File: src/rtl/matmul_mac_sequencer_if.sv
// Control/strobe bundle between the matmul sequencer and its surroundings.
//   start, abort          : run control from the top-level controller
//   busy, done            : run status back to the controller
//   rd_en, a_addr, b_addr : operand read requests to the A and B memories
//   mac_en, mac_clr       : MAC accumulate / load-product strobes
//   c_we, c_addr          : result write-back to the C memory
// The master modport is the sequencer side; the slave modport is the environment.
interface matmul_mac_sequencer_if #(
    parameter int unsigned AW = 6
);
    logic          start;
    logic          abort;
    logic          busy;
    logic          done;
    logic          rd_en;
    logic [AW-1:0] a_addr;
    logic [AW-1:0] b_addr;
    logic          mac_en;
    logic          mac_clr;
    logic          c_we;
    logic [AW-1:0] c_addr;

    modport master (
        input  start, abort,
        output busy, done, rd_en, a_addr, b_addr, mac_en, mac_clr, c_we, c_addr
    );

    modport slave (
        output start, abort,
        input  busy, done, rd_en, a_addr, b_addr, mac_en, mac_clr, c_we, c_addr
    );
endinterface

File: src/rtl/matmul_mac_sequencer.sv
// Sequences C = A*B (N x N) over one shared MAC: issues one A/B operand read
// per cycle in i/j/k order, delays a tag through the memory read latency to
// drive the MAC strobes, then raises the C write one cycle later.
// Ports:
//   CLK  : clock, rising edge
//   RST  : asynchronous active-low reset
//   bus  : matmul_mac_sequencer_if.master (start/abort in; busy, done,
//          rd_en, a_addr, b_addr, mac_en, mac_clr, c_we, c_addr out)
module matmul_mac_sequencer #(
    parameter int unsigned N      = 3,
    parameter int unsigned AW     = 6,
    parameter int unsigned RD_LAT = 1
) (
    input  logic                          CLK,
    input  logic                          RST,
    matmul_mac_sequencer_if.master        bus
);

    localparam int unsigned CW = (N > 1) ? $clog2(N) : 1;
    localparam int unsigned PW = $clog2(RD_LAT + 1);
    localparam logic [CW-1:0] LAST_IDX = CW'(N - 1);
    localparam logic [AW-1:0] N_AW     = AW'(N);

    typedef enum logic [1:0] {
        IDLE  = 2'd0,
        ISSUE = 2'd1,
        DRAIN = 2'd2,
        DONE  = 2'd3
    } state_t;

    // first/last are stored already qualified by valid so they can be
    // driven straight out of the flops.
    typedef struct packed {
        logic          valid;
        logic          first;
        logic          last;
        logic [AW-1:0] cidx;
    } tag_t;

    state_t               state_q, state_d;
    logic [CW-1:0]        i_q, i_d, j_q, j_d, k_q, k_d;
    logic [AW-1:0]        a_addr_q, a_addr_d;
    logic [AW-1:0]        b_addr_q, b_addr_d;
    logic [AW-1:0]        c_addr_q, c_addr_d;
    tag_t [RD_LAT:0]      pipe_q, pipe_d;
    logic                 c_we_q, c_we_d;
    logic                 busy_q, busy_d;
    logic                 done_q, done_d;
    logic                 kill;
    logic                 last_issue;
    logic                 pending;
    logic                 issue;

    // Next-state, counter advance and pipeline shift.
    always_comb begin
        state_d    = state_q;
        i_d        = i_q;
        j_d        = j_q;
        k_d        = k_q;
        pipe_d     = '0;
        c_we_d     = 1'b0;
        c_addr_d   = c_addr_q;
        a_addr_d   = '0;
        b_addr_d   = '0;
        busy_d     = 1'b0;
        done_d     = 1'b0;
        issue      = 1'b0;

        kill       = (state_q != IDLE) && bus.abort;
        last_issue = (i_q == LAST_IDX) && (j_q == LAST_IDX) && (k_q == LAST_IDX);

        // Anything still in flight toward the MAC or the C write stage.
        pending = pipe_q[RD_LAT].last;
        for (int unsigned n = 0; n < RD_LAT; n++) begin
            pending = pending | pipe_q[PW'(n)].valid;
        end

        case (state_q)
            IDLE: begin
                if (bus.start) begin
                    state_d = ISSUE;
                end
            end
            ISSUE: begin
                if (k_q == LAST_IDX) begin
                    k_d = '0;
                    if (j_q == LAST_IDX) begin
                        j_d = '0;
                        i_d = (i_q == LAST_IDX) ? '0 : i_q + CW'(1);
                    end else begin
                        j_d = j_q + CW'(1);
                    end
                end else begin
                    k_d = k_q + CW'(1);
                end
                if (last_issue) begin
                    state_d = DRAIN;
                end
            end
            DRAIN: begin
                if (!pending) begin
                    state_d = DONE;
                end
            end
            DONE: begin
                state_d = IDLE;
                i_d     = '0;
                j_d     = '0;
                k_d     = '0;
            end
            default: begin
                state_d = IDLE;
            end
        endcase

        if (kill) begin
            state_d = IDLE;
            i_d     = '0;
            j_d     = '0;
            k_d     = '0;
        end

        // Issue stage: the registered addresses/tag belong to the counters
        // that will be current next cycle.
        issue    = (state_d == ISSUE);
        a_addr_d = AW'(i_d) * N_AW + AW'(k_d);
        b_addr_d = AW'(k_d) * N_AW + AW'(j_d);

        pipe_d[0].valid = issue;
        pipe_d[0].first = issue && (k_d == '0);
        pipe_d[0].last  = issue && (k_d == LAST_IDX);
        pipe_d[0].cidx  = AW'(i_d) * N_AW + AW'(j_d);

        for (int unsigned n = 1; n <= RD_LAT; n++) begin
            pipe_d[PW'(n)] = kill ? '0 : pipe_q[PW'(n - 1)];
        end

        // Write stage trails the MAC stage by one cycle (registered MAC output).
        c_we_d = !kill && pipe_q[RD_LAT].last;
        if (c_we_d) begin
            c_addr_d = pipe_q[RD_LAT].cidx;
        end

        busy_d = (state_d != IDLE);
        done_d = (state_d == DONE);
    end

    // State and output registers.
    always_ff @(posedge CLK or negedge RST) begin
        if (!RST) begin
            state_q  <= IDLE;
            i_q      <= '0;
            j_q      <= '0;
            k_q      <= '0;
            a_addr_q <= '0;
            b_addr_q <= '0;
            c_addr_q <= '0;
            pipe_q   <= '0;
            c_we_q   <= 1'b0;
            busy_q   <= 1'b0;
            done_q   <= 1'b0;
        end else begin
            state_q  <= state_d;
            i_q      <= i_d;
            j_q      <= j_d;
            k_q      <= k_d;
            a_addr_q <= a_addr_d;
            b_addr_q <= b_addr_d;
            c_addr_q <= c_addr_d;
            pipe_q   <= pipe_d;
            c_we_q   <= c_we_d;
            busy_q   <= busy_d;
            done_q   <= done_d;
        end
    end

    assign bus.busy    = busy_q;
    assign bus.done    = done_q;
    assign bus.rd_en   = pipe_q[0].valid;
    assign bus.a_addr  = a_addr_q;
    assign bus.b_addr  = b_addr_q;
    assign bus.mac_en  = pipe_q[RD_LAT].valid;
    assign bus.mac_clr = pipe_q[RD_LAT].first;
    assign bus.c_we    = c_we_q;
    assign bus.c_addr  = c_addr_q;

endmodule

File: src/flat_wrapper.sv
// flat-port wrapper written by rule: the top's interface ports become plain ports
module matmul_mac_sequencer_flat 
#(
    parameter int unsigned N      = 3,
    parameter int unsigned AW     = 6,
    parameter int unsigned RD_LAT = 1
)
  (CLK, RST, bus_start, bus_abort, bus_busy, bus_done, bus_rd_en, bus_a_addr, bus_b_addr, bus_mac_en, bus_mac_clr, bus_c_we, bus_c_addr);
  matmul_mac_sequencer_if #(.AW(AW)) bus_i ();
  input  logic CLK;
  input  logic RST;
  input wire logic [$bits(bus_i.start)-1:0] bus_start;
  input wire logic [$bits(bus_i.abort)-1:0] bus_abort;
  output wire logic [$bits(bus_i.busy)-1:0] bus_busy;
  output wire logic [$bits(bus_i.done)-1:0] bus_done;
  output wire logic [$bits(bus_i.rd_en)-1:0] bus_rd_en;
  output wire logic [$bits(bus_i.a_addr)-1:0] bus_a_addr;
  output wire logic [$bits(bus_i.b_addr)-1:0] bus_b_addr;
  output wire logic [$bits(bus_i.mac_en)-1:0] bus_mac_en;
  output wire logic [$bits(bus_i.mac_clr)-1:0] bus_mac_clr;
  output wire logic [$bits(bus_i.c_we)-1:0] bus_c_we;
  output wire logic [$bits(bus_i.c_addr)-1:0] bus_c_addr;
  assign bus_i.start = bus_start;
  assign bus_i.abort = bus_abort;
  assign bus_busy = bus_i.busy;
  assign bus_done = bus_i.done;
  assign bus_rd_en = bus_i.rd_en;
  assign bus_a_addr = bus_i.a_addr;
  assign bus_b_addr = bus_i.b_addr;
  assign bus_mac_en = bus_i.mac_en;
  assign bus_mac_clr = bus_i.mac_clr;
  assign bus_c_we = bus_i.c_we;
  assign bus_c_addr = bus_i.c_addr;
  matmul_mac_sequencer #(.N(N), .AW(AW), .RD_LAT(RD_LAT)) u_core (.CLK(CLK), .RST(RST), .bus(bus_i));
endmodule
File: config.mk
export PLATFORM = sky130hd
export DESIGN_NAME = matmul_mac_sequencer_flat
export DESIGN_NICKNAME = d
export VERILOG_FILES = /design/src/rtl/matmul_mac_sequencer_if.sv /design/src/rtl/matmul_mac_sequencer.sv /design/src/flat_wrapper.sv
export SDC_FILE = /design/constraint.sdc
export NUM_CORES = 1
export LEC_CHECK = 0
export BUFFER_PORTS_ARGS = -buffer_cell sky130_fd_sc_hd__buf_2
export CAP_MARGIN = 20
export CORE_MARGIN = 5
export CORE_UTILIZATION = 37
export CTS_CLUSTER_SIZE = 30
export DETAILED_ROUTE_END_ITERATION = 7
export SYNTH_ARGS = -nofsm -noshare
export SYNTH_HDL_FRONTEND = slang
export SYNTH_SLANG_ARGS = --single-unit
File: constraint.sdc
create_clock -name CLK -period 3.6 [get_ports CLK]
set_clock_uncertainty 0.05 [all_clocks]
set_input_delay 0.18 -clock CLK [delete_from_list [all_inputs] [get_ports CLK]]
set_output_delay 0.18 -clock CLK [all_outputs]
set_load 0.01 [all_outputs]
==> impl_metrics.ini <==
[outcome]
status = finished, final reports clean

[worst_setup_path]
crit_type = flip-flop to flip-flop
worstSetupStartpointType = flip-flop
endpoint_kind = flip-flop
cp.required_ns = 3.78
cp_max_fo = 11
cp.arrival_ns = 3.19

[job]
max_cap_violations = 0

[synth]
yosysTopAreaCellShare_pct = 55.9
synth_cell_type_count = 41
ys_seq_area_share_pct = 55.9
yosys-top-cells-area = dfrtp_1 56%, ha_1 6.8%, fa_1 4.4%
yosys.area_share.simple_pct = 14.8
async_reset_ff_share_pct = 100
synth_compound_area_share_pct = 8.86
ys_dominant_reg_cell = dfrtp_1
synth_area_sq_um = 1840
yosys_warnings = 0
synth.mux.area_fraction_pct = 3.07
synth_seq_cells = 41
synth_area_leader_cell = dfrtp_1
synthCells = 146
synth_xor_area_share_pct = 1.91
synthAdderAreaFrac_pct = 11.2
synth_edf_count = 0
synth_top_family_by_area = simple AND/OR/NAND/NOR gates
postSynthAreaPerCell_sq_um = 12.6

[cells_and_area]
drive_gt1_share_pct = 23.4
final_nets = 192
area_delta_synth_final_pct = 17.2
fin_util_pct = 45.0
diodes = 0
final_area_sq_um = 2150

[route]
routed_wl_um = 3120
drc = 0
wl_per_cell_um = 12.9
viasPerCell = 4.70
drtIter0Drc = 44
via_count = 1137
ant_nets = 0
first_pass_iters = 4

[sta]
setup_viol_count_final = 0
holdWs_ns = 0.117
fin_setup_tns_ns = 0
min_period_ns = 3.01
rsz0062_at_grt = no
final_hold_viol_count = 0
finalCritPeriodShare_pct = 83.6
worstMarginPinSlew_ns = 0.896
slew-limit-headroom_pct = 40.2
clock.fmax_ghz = 0.332
slew_viol_final = 0

[floorplanning]
coreArea_sq_um = 4790
die_area_sq_um = 6470
fp-row-count = 25
dieHeight_um = 80.5
initial_utilization_pct = 38.4
io_pins = 28
fp.dieW_um = 80.5

[power]
p_leak_nw = 1.13
worst_ir_drop_vdd_v = 0.000289
p_per_area_nw_per_um2 = 596

[placement]
dpl_cell_area_sq_um = 2000
place_congestion = 0.802
dpl.hpwl_um = 2290
io_buffers = 23

[global_routing]
grt_pass1_wl_um = 5480
antenna_found_initial = 0
grt_pass1_vias = 1139
grt_max_degree = 42
grt_overflow = 0
grtUsageTotal_pct = 11.1

[clock_network]
cts_max_level = 2
ctsResizeCount = 0
cts_buffers = 5
cts.sinks = 41
clock-root-buffer = clkbuf_8
clk_path_buf_depth = 2
cts.clk_slew.worst_paths_ns = 0.08
clk_latency_ns = 0.28
cts_tree = yes

[worst_hold_path]
hp-class = primary input to flip-flop
cell usage after synthesis, drive strengths merged (3+ instances only):
cell	instances
fa	4
nand2	6
nand3	5
buf	6
nor2b	3
nor2	9
mux2	5
o21ai	6
inv	9
ha	10
xnor2	3
and2	8
dfrtp	41
nand2b	3
final timing paths:
kind	slack, ns	startpoint	cells after the start	to
max in group asynchronous	2.42	RST	2	u_core.bus.b_addr[0]
worst max-delay path	0.59	u_core.state_q[0]	8	u_core.bus.b_addr[2]
min in group asynchronous	0.52	RST	2	u_core.bus.b_addr[2]
worst min-delay path	0.12	bus_abort	2	u_core.state_q[1]
worst max register to register	0.59	u_core.state_q[0]	8	u_core.bus.b_addr[2]
worst min register to register	0.40	u_core.pipe_q[7]	1	u_core.bus.mac_clr
layout make-up:
cell class,instances,area [sq um]
fillers,449,2630
clock inverters,3,68.8
repair buffers,24,125
flip-flops and latches,41,1030
multi-input cells,93,746
clock buffers,5,68.8
well taps,67,83.8
inverters,9,33.8
kinds of logic (layout without fill, tap and decap cells):
logic type,after synthesis,after routing
xor+xnor,4,4
compound gates,21,21
fa+ha+maj,14,14
other cells,1,4
buf+inv,15,41
simple gates,45,45
mux,5,5
flops,41,41
worst max-delay path: stages (launching register included):
cell      delay (ns)
dfrtp_1         0.56
and2b_2         0.25
nand2b_1        0.10
o21ai_0         0.70
fa_1            0.56
ha_1            0.21
inv_1           0.06
fa_1            0.41
inv_1           0.06
through the flow:
step / instances / total power, mW / setup slack, ns
floorplan: 149 / 0.755 / 0.999
global placement: 233 / 0.848 / 0.740
detailed placement: 233 / 0.857 / 0.585
CTS: 242 / 1.30 / 0.574
global route: 242 / 1.37 / 0.357
finish: 242 / 1.28 / 0.589
cell usage in the layout, fill, tap and decap left out, drive strengths merged, types with 2 or more instances in the layout:
cell	Yosys	final
nor3b	2	2
inv	9	10
clkbuf	0	5
a21o	2	2
mux2	5	5
nand3	5	5
dfrtp	41	41
buf	6	23
ha	10	10
fa	4	4
nand2b	3	3
o21bai	2	2
nor2b	3	3
o21ai	6	6
and2	8	8
xnor2	3	3
nor4b	2	2
conb	1	4
nor2	9	9
bufinv	0	2
nand2	6	6
repair_timing:
item / CTS / global route
hold endpoints to repair: 41 / 0
hold buffers: 1 / 0
setup buffers: 0 / 0
sequential cells by signal, indices dropped and copies added (netlist names):
register and flops:
u_core.k_q 2, u_core.bus.rd_en 1, u_core.pipe_q 13, u_core.bus.b_addr 4, u_core.bus.done 1, u_core.bus.mac_clr 1, u_core.bus.c_addr 5, u_core.bus.a_addr 5
u_core.bus.c_we 1, u_core.bus.mac_en 1, u_core.bus.busy 1, u_core.state_q 2, u_core.j_q 2, u_core.i_q 2
power breakdown:
group          switching, mW  internal [mW]
Clock                  0.158          0.279
Sequential            0.0462          0.537
Combinational          0.150          0.112
metal layers:
layer | up-vias | global-route usage [%] | share of wire (%)
li1 | 545 | - | -
met1 | 547 | 15.5 | 47
met2 | 40 | 16.7 | 46
met3 | 5 | 3.14 | 6.4
met4 | 0 | 3.04 | 0.83
met5 | - | 0 | 0
No activity file was read; power rests on OpenSTA's default activity.
